File: src/rtl/cla_seq_addsub.sv
// Multi-word add/sub that time-shares one 16-bit carry-lookahead slice, LSB slice first.
// Latency WORDS+1 cycles from accepted start to done; no back-pressure, start is dropped while busy.
module cla_seq_addsub #(
  parameter int WORDS = 4
) (
  input  logic                  clk,
  input  logic                  rst,
  input  logic                  start,
  input  logic                  sub,
  input  logic                  cin,
  input  logic [16*WORDS-1:0]   a,
  input  logic [16*WORDS-1:0]   b,
  output logic                  busy,
  output logic                  done,
  output logic [16*WORDS-1:0]   s,
  output logic                  cout,
  output logic                  ovf,
  output logic                  zero
);
  localparam int W  = 16 * WORDS;
  localparam int CW = $clog2(WORDS);

  typedef enum logic [1:0] {ST_IDLE, ST_RUN, ST_DONE} state_t;

  state_t          state_q, state_d;
  logic [W-1:0]    a_q, a_d, b_q, b_d, s_q, s_d;
  logic            sub_q, sub_d, carry_q, carry_d;
  logic [CW-1:0]   k_q, k_d;
  logic            cout_q, cout_d, ovf_q, ovf_d, zero_q, zero_d;

  logic [15:0]     op_a, op_b, cla_s, g, p;
  logic [16:0]     c;
  logic [3:0]      gg, pg;
  logic [4:0]      cg;
  logic            cla_co;

  // 16-bit CLA: 4-bit groups with group generate/propagate, carry-in from the chain register
  always_comb begin
    op_a = a_q[16*int'(k_q) +: 16];
    op_b = sub_q ? ~b_q[16*int'(k_q) +: 16] : b_q[16*int'(k_q) +: 16];
    g    = op_a & op_b;
    p    = op_a ^ op_b;
    c    = '0;
    cg   = '0;
    cg[0] = carry_q;
    for (int j = 0; j < 4; j++) begin
      gg[j] = g[4*j+3] | (p[4*j+3] & g[4*j+2]) | (p[4*j+3] & p[4*j+2] & g[4*j+1])
            | (p[4*j+3] & p[4*j+2] & p[4*j+1] & g[4*j]);
      pg[j] = &p[4*j +: 4];
      cg[j+1] = gg[j] | (pg[j] & cg[j]);
    end
    for (int j = 0; j < 4; j++) begin
      c[4*j]   = cg[j];
      c[4*j+1] = g[4*j] | (p[4*j] & cg[j]);
      c[4*j+2] = g[4*j+1] | (p[4*j+1] & g[4*j]) | (p[4*j+1] & p[4*j] & cg[j]);
      c[4*j+3] = g[4*j+2] | (p[4*j+2] & g[4*j+1]) | (p[4*j+2] & p[4*j+1] & g[4*j])
               | (p[4*j+2] & p[4*j+1] & p[4*j] & cg[j]);
    end
    c[16]  = cg[4];
    cla_s  = p ^ c[15:0];
    cla_co = c[16];
  end

  always_comb begin
    state_d = state_q;
    a_d     = a_q;
    b_d     = b_q;
    s_d     = s_q;
    sub_d   = sub_q;
    carry_d = carry_q;
    k_d     = k_q;
    cout_d  = cout_q;
    ovf_d   = ovf_q;
    zero_d  = zero_q;
    case (state_q)
      ST_IDLE: begin
        if (start) begin
          a_d     = a;
          b_d     = b;
          sub_d   = sub;
          carry_d = sub ? 1'b1 : cin;
          k_d     = '0;
          state_d = ST_RUN;
        end
      end
      ST_RUN: begin
        s_d[16*int'(k_q) +: 16] = cla_s;
        carry_d = cla_co;
        if (k_q == CW'(WORDS-1)) begin
          state_d = ST_DONE;
          cout_d  = cla_co;
          ovf_d   = (a_q[W-1] == op_b[15]) && (cla_s[15] != a_q[W-1]);
          zero_d  = (s_d == '0);
        end else begin
          k_d = k_q + 1'b1;
        end
      end
      ST_DONE: state_d = ST_IDLE;
      default: state_d = ST_IDLE;
    endcase
  end

  always_ff @(posedge clk) begin
    if (rst) begin
      state_q <= ST_IDLE;
      a_q     <= '0;
      b_q     <= '0;
      s_q     <= '0;
      sub_q   <= 1'b0;
      carry_q <= 1'b0;
      k_q     <= '0;
      cout_q  <= 1'b0;
      ovf_q   <= 1'b0;
      zero_q  <= 1'b0;
    end else begin
      state_q <= state_d;
      a_q     <= a_d;
      b_q     <= b_d;
      s_q     <= s_d;
      sub_q   <= sub_d;
      carry_q <= carry_d;
      k_q     <= k_d;
      cout_q  <= cout_d;
      ovf_q   <= ovf_d;
      zero_q  <= zero_d;
    end
  end

  assign busy = (state_q != ST_IDLE);
  assign done = (state_q == ST_DONE);
  assign s    = s_q;
  assign cout = cout_q;
  assign ovf  = ovf_q;
  assign zero = zero_q;
endmodule
File: config.mk
export PLATFORM = sky130hd
export DESIGN_NAME = cla_seq_addsub
export DESIGN_NICKNAME = d
export VERILOG_FILES = /design/src/rtl/cla_seq_addsub.sv
export SDC_FILE = /design/constraint.sdc
export NUM_CORES = 1
export LEC_CHECK = 0
export ABC_AREA = 0
export BUFFER_PORTS_ARGS = -buffer_cell sky130_fd_sc_hd__buf_4
export CAP_MARGIN = 20
export CORE_UTILIZATION = 40
export CTS_CLUSTER_SIZE = 12
export DETAILED_ROUTE_END_ITERATION = 8
export GPL_TIMING_DRIVEN = 0
export HOLD_SLACK_MARGIN = 0.02
export PLACE_DENSITY = 0.68
export SKIP_LAST_GASP = 1
export SYNTH_ARGS = -nofsm -noshare
export SYNTH_HDL_FRONTEND = slang
export SYNTH_SLANG_ARGS = --single-unit
File: constraint.sdc
create_clock -name clk -period 7.4 [get_ports clk]
set_clock_uncertainty 0.05 [all_clocks]
set_input_delay 2.22 -clock clk [delete_from_list [all_inputs] [get_ports clk]]
set_output_delay 2.22 -clock clk [all_outputs]
set_load 0.01 [all_outputs]
==> out/metrics.yaml <==
floorplan:
  coreArea_mm2: 0.0218
  dieArea_mm2: 0.0229
  die_w_um: 151
  initial_core_util_pct: 40.9
  ios: 202
  die_h_um: 151
  rows: 54
sta:
  maxSlewViolCount: 0
  relSlewSlack_pct: 29.2
  tightestPinTransition_ns: 1.05
  period_needed_ns: 7.02
  hold_viol_final: 0
  rsz0062_at_grt: "false"
  fin_tns_setup_ns: 0
  max_freq_mhz: 143
  post-route-period-util_pct: 94.8
  setup_viol: 0
clock_tree:
  hold_buffers: 0
  clockBufferDepth: 3
  htree_levels: 1
  clockRootBuffer: "clkbuf_16"
  cts_tree: "done"
  path_clk_slew_ns: 0.07
  cts_setup_buffers: 0
  cts-buffers-inserted: 22
  clock-sinks: 201
  post_cts_resize_count: 0
  clk_latency_ns: 0.50
synth:
  yosys.area_share.simple_pct: 19.5
  synth_cell_types: 55
  synth-async-reset-ratio_pct: 0
  ys_seq_area_share_pct: 45.1
  synthMuxAreaShare_pct: 8.07
  synth_top_family_by_area: "simple AND/OR/NAND/NOR gates"
  synth_fa_ha_area_share_pct: 3.98
  synthTopCellsByArea: "dfxtp_1 45%, nand2_1 12%, mux4_2 8.1%"
  syn_inst: 1041
  synth-edff-count: 0
  synth_compound_area_share_pct: 17.0
  syn_avg_cell_area_um2: 8.58
  synth-seq-cells: 201
  synth_nets: 1200
  yosysTopAreaCell: "dfxtp_1"
  synth_xor_area_share_pct: 2.65
  synth_area_mm2: 0.00893
  ys.flop_type: "dfxtp_1"
  synth_top_area_share_pct: 45.1
  ys_warn_count: 0
power_and_ir_drop:
  vdd_drop_max_mv: 0.124
  power_density_mw_per_mm2: 234
  p_leak_nw: 4.76
cells_and_area:
  fillers: 2087
  multi_input_area_mm2: 0.00457
  utilization_pct: 52.6
  area_growth_pct: 28.5
  antenna_cells: 0
  final_nets: 1425
  drive_above_1_share_pct: 21.5
  stdcell_area_mm2: 0.0115
  ff_latch_area_mm2: 0.00402
placement:
  dp_hpwl_um: 21300
  routabilityCongestion: 0.896
  portBuffers: 201
  placed_area_mm2: 0.0108
setup_path:
  r2r_start: "k_q[0]"
  reg2reg_to: "zero"
  rrSetupSlack_ns: 0.38
  crit_fanout: 10
  reg2reg_depth: 18
  worstPathArrival_ns: 7.42
  cp.required_ns: 7.80
  endpoint_kind: "register"
  start_kind: "register"
  crit_type: "register to register"
grt:
  grt_pass1_wl_um: 42700
  gr-total-overflow: 0
  grt_use_total_pct: 24.5
  grt_pass1_vias: 7987
  grt_max_degree: 13
  antenna_found_initial: 0
detailed_routing:
  ant_nets: 0
  drt-wirelength-per-cell_um: 17.9
  wl_um: 27800
  firstDrtPassIters: 5
  drc: 0
  drtIter0Drc: 610
  routed_via_density: 5.38
  vias: 8381
status:
  status: "complete, no violations"
hold_path:
  hold_end: "b_q[6]"
  min_path_type: "register to register"
  hold_start: "b_q[6]"
  whs_path_depth: 2
job:
  drv_cap: 0
## how the worst max path moves through the flow
stage                start   end  slack, ns
floorplan           k_q[0]  zero       1.36
global placement    k_q[0]  zero       0.23
detailed placement  k_q[0]  zero       0.15
CTS                 k_q[0]  zero       0.13
global route        k_q[0]  zero       0.06
finish              k_q[0]  zero       0.38
## power breakdown
group / switching (W) / total (W) / leakage [nW] / internal [W]
combinational: 0.000294 / 0.000480 / 2.78 / 0.000185
clock: 0.000428 / 0.00104 / 0.341 / 0.000615
sequential: 0.0000308 / 0.00116 / 1.64 / 0.00113
total: 0.000753 / 0.00269 / 4.76 / 0.00193
## state kept, by name (all words and copies together), names as in the netlist
register	cells
carry_q	1
zero	1
sub_q	1
state_q	2
ovf	1
cout	1
k_q	2
b_q	64
s	64
a_q	64
## final cells by class
cell class                 count  share of cell area (%)
buffer                        72                    2.42
clock buffer                  33                    5.78
clock inverter                 4                   0.175
inverter                      14                   0.458
multi-input combinational    753                    39.8
sequential                   201                    35.1
tap                          280                    3.05
timing repair buffer         202                    13.2
## per-layer routing
layer | share of wire (%) | up-vias | track usage, %
met5 | 0 | - | 0
met4 | 2.9 | 0 | 7.20
met3 | 7.9 | 61 | 4.49
met2 | 47 | 341 | 40.9
met1 | 42 | 3913 | 32.2
li1 | - | 4066 | -
## through the flow
step / total power [W] / hold WS, ns / cells / setup WS [ns]
after floorplan: 0.00146 / 0.383 / 1041 / 1.36
after global placement: 0.00165 / 0.390 / 1522 / 0.225
after CTS: 0.00269 / 0.403 / 1560 / 0.127
after global routing: 0.00278 / 0.417 / 1559 / 0.0606
after detailed placement: 0.00166 / 0.395 / 1523 / 0.151
final: 0.00269 / 0.403 / 1559 / 0.383
## cell families after synthesis
group,count (synthesis)
compound gates,249
xor+xnor,27
fa+ha+maj,26
buf+inv,87
flops,201
mux,32
simple gates,419
## critical path: stages, from the launching register on
cell and delay (ns):
dfxtp_1 0.51, buf_1 0.60, buf_1 0.68, mux4_2 0.64, xor2_1 0.19, ha_1 0.36, a21o_1 0.24, a21o_1 0.22
a22o_1 0.24, a211oi_1 0.47, fa_1 0.29, xnor2_1 0.26, or4_4 0.60, nor2_2 0.13, a21boi_1 0.08, or4_1 0.54
or4b_1 0.49, a211oi_2 0.17, a41o_1 0.18
## placed cells by master, fill, tap and decap left out, types with 4 or more instances in the layout
| cell type | synthesis | layout |
|---|---|---|
| nand2_1 | 278 | 278 |
| buf_4 | 1 | 202 |
| dfxtp_1 | 201 | 201 |
| a21oi_1 | 142 | 142 |
| nor2_1 | 87 | 87 |
| clkbuf_1 | 65 | 70 |
| a22oi_1 | 64 | 64 |
| mux4_2 | 32 | 32 |
| clkbuf_16 | 0 | 23 |
| ha_1 | 22 | 22 |
| xor2_1 | 20 | 20 |
| nor4_1 | 17 | 17 |
| inv_1 | 14 | 14 |
| o21ai_0 | 7 | 7 |
| xnor2_1 | 7 | 7 |
| a21o_1 | 6 | 6 |
| a211oi_1 | 6 | 6 |
| and2_1 | 5 | 5 |
| nor3_1 | 5 | 5 |
| clkbuf_8 | 0 | 5 |
| buf_2 | 3 | 4 |
| nand3b_1 | 4 | 4 |
| fa_1 | 4 | 4 |
| clkinv_2 | 0 | 4 |
## synth_stat cells, drive strengths merged (2+ instances only)
library cell	instances
o21a	2
a21oi	142
nor2	88
inv	14
nor2b	3
a22oi	64
or3	2
fa	4
nor4	17
o22ai	2
o21ai	7
xor2	20
nand3b	4
a31oi	3
nand4	2
dfxtp	201
xnor2	7
buf	8
nand2	278
ha	22
a211oi	7
and2	5
or4	2
nor3	5
a41oi	2
mux4	32
and4	2
a21o	6
a41o	2
a311oi	2
nand2b	3
nor4bb	2
clkbuf	65
and3	2
(Power assumes the default switching activity.)
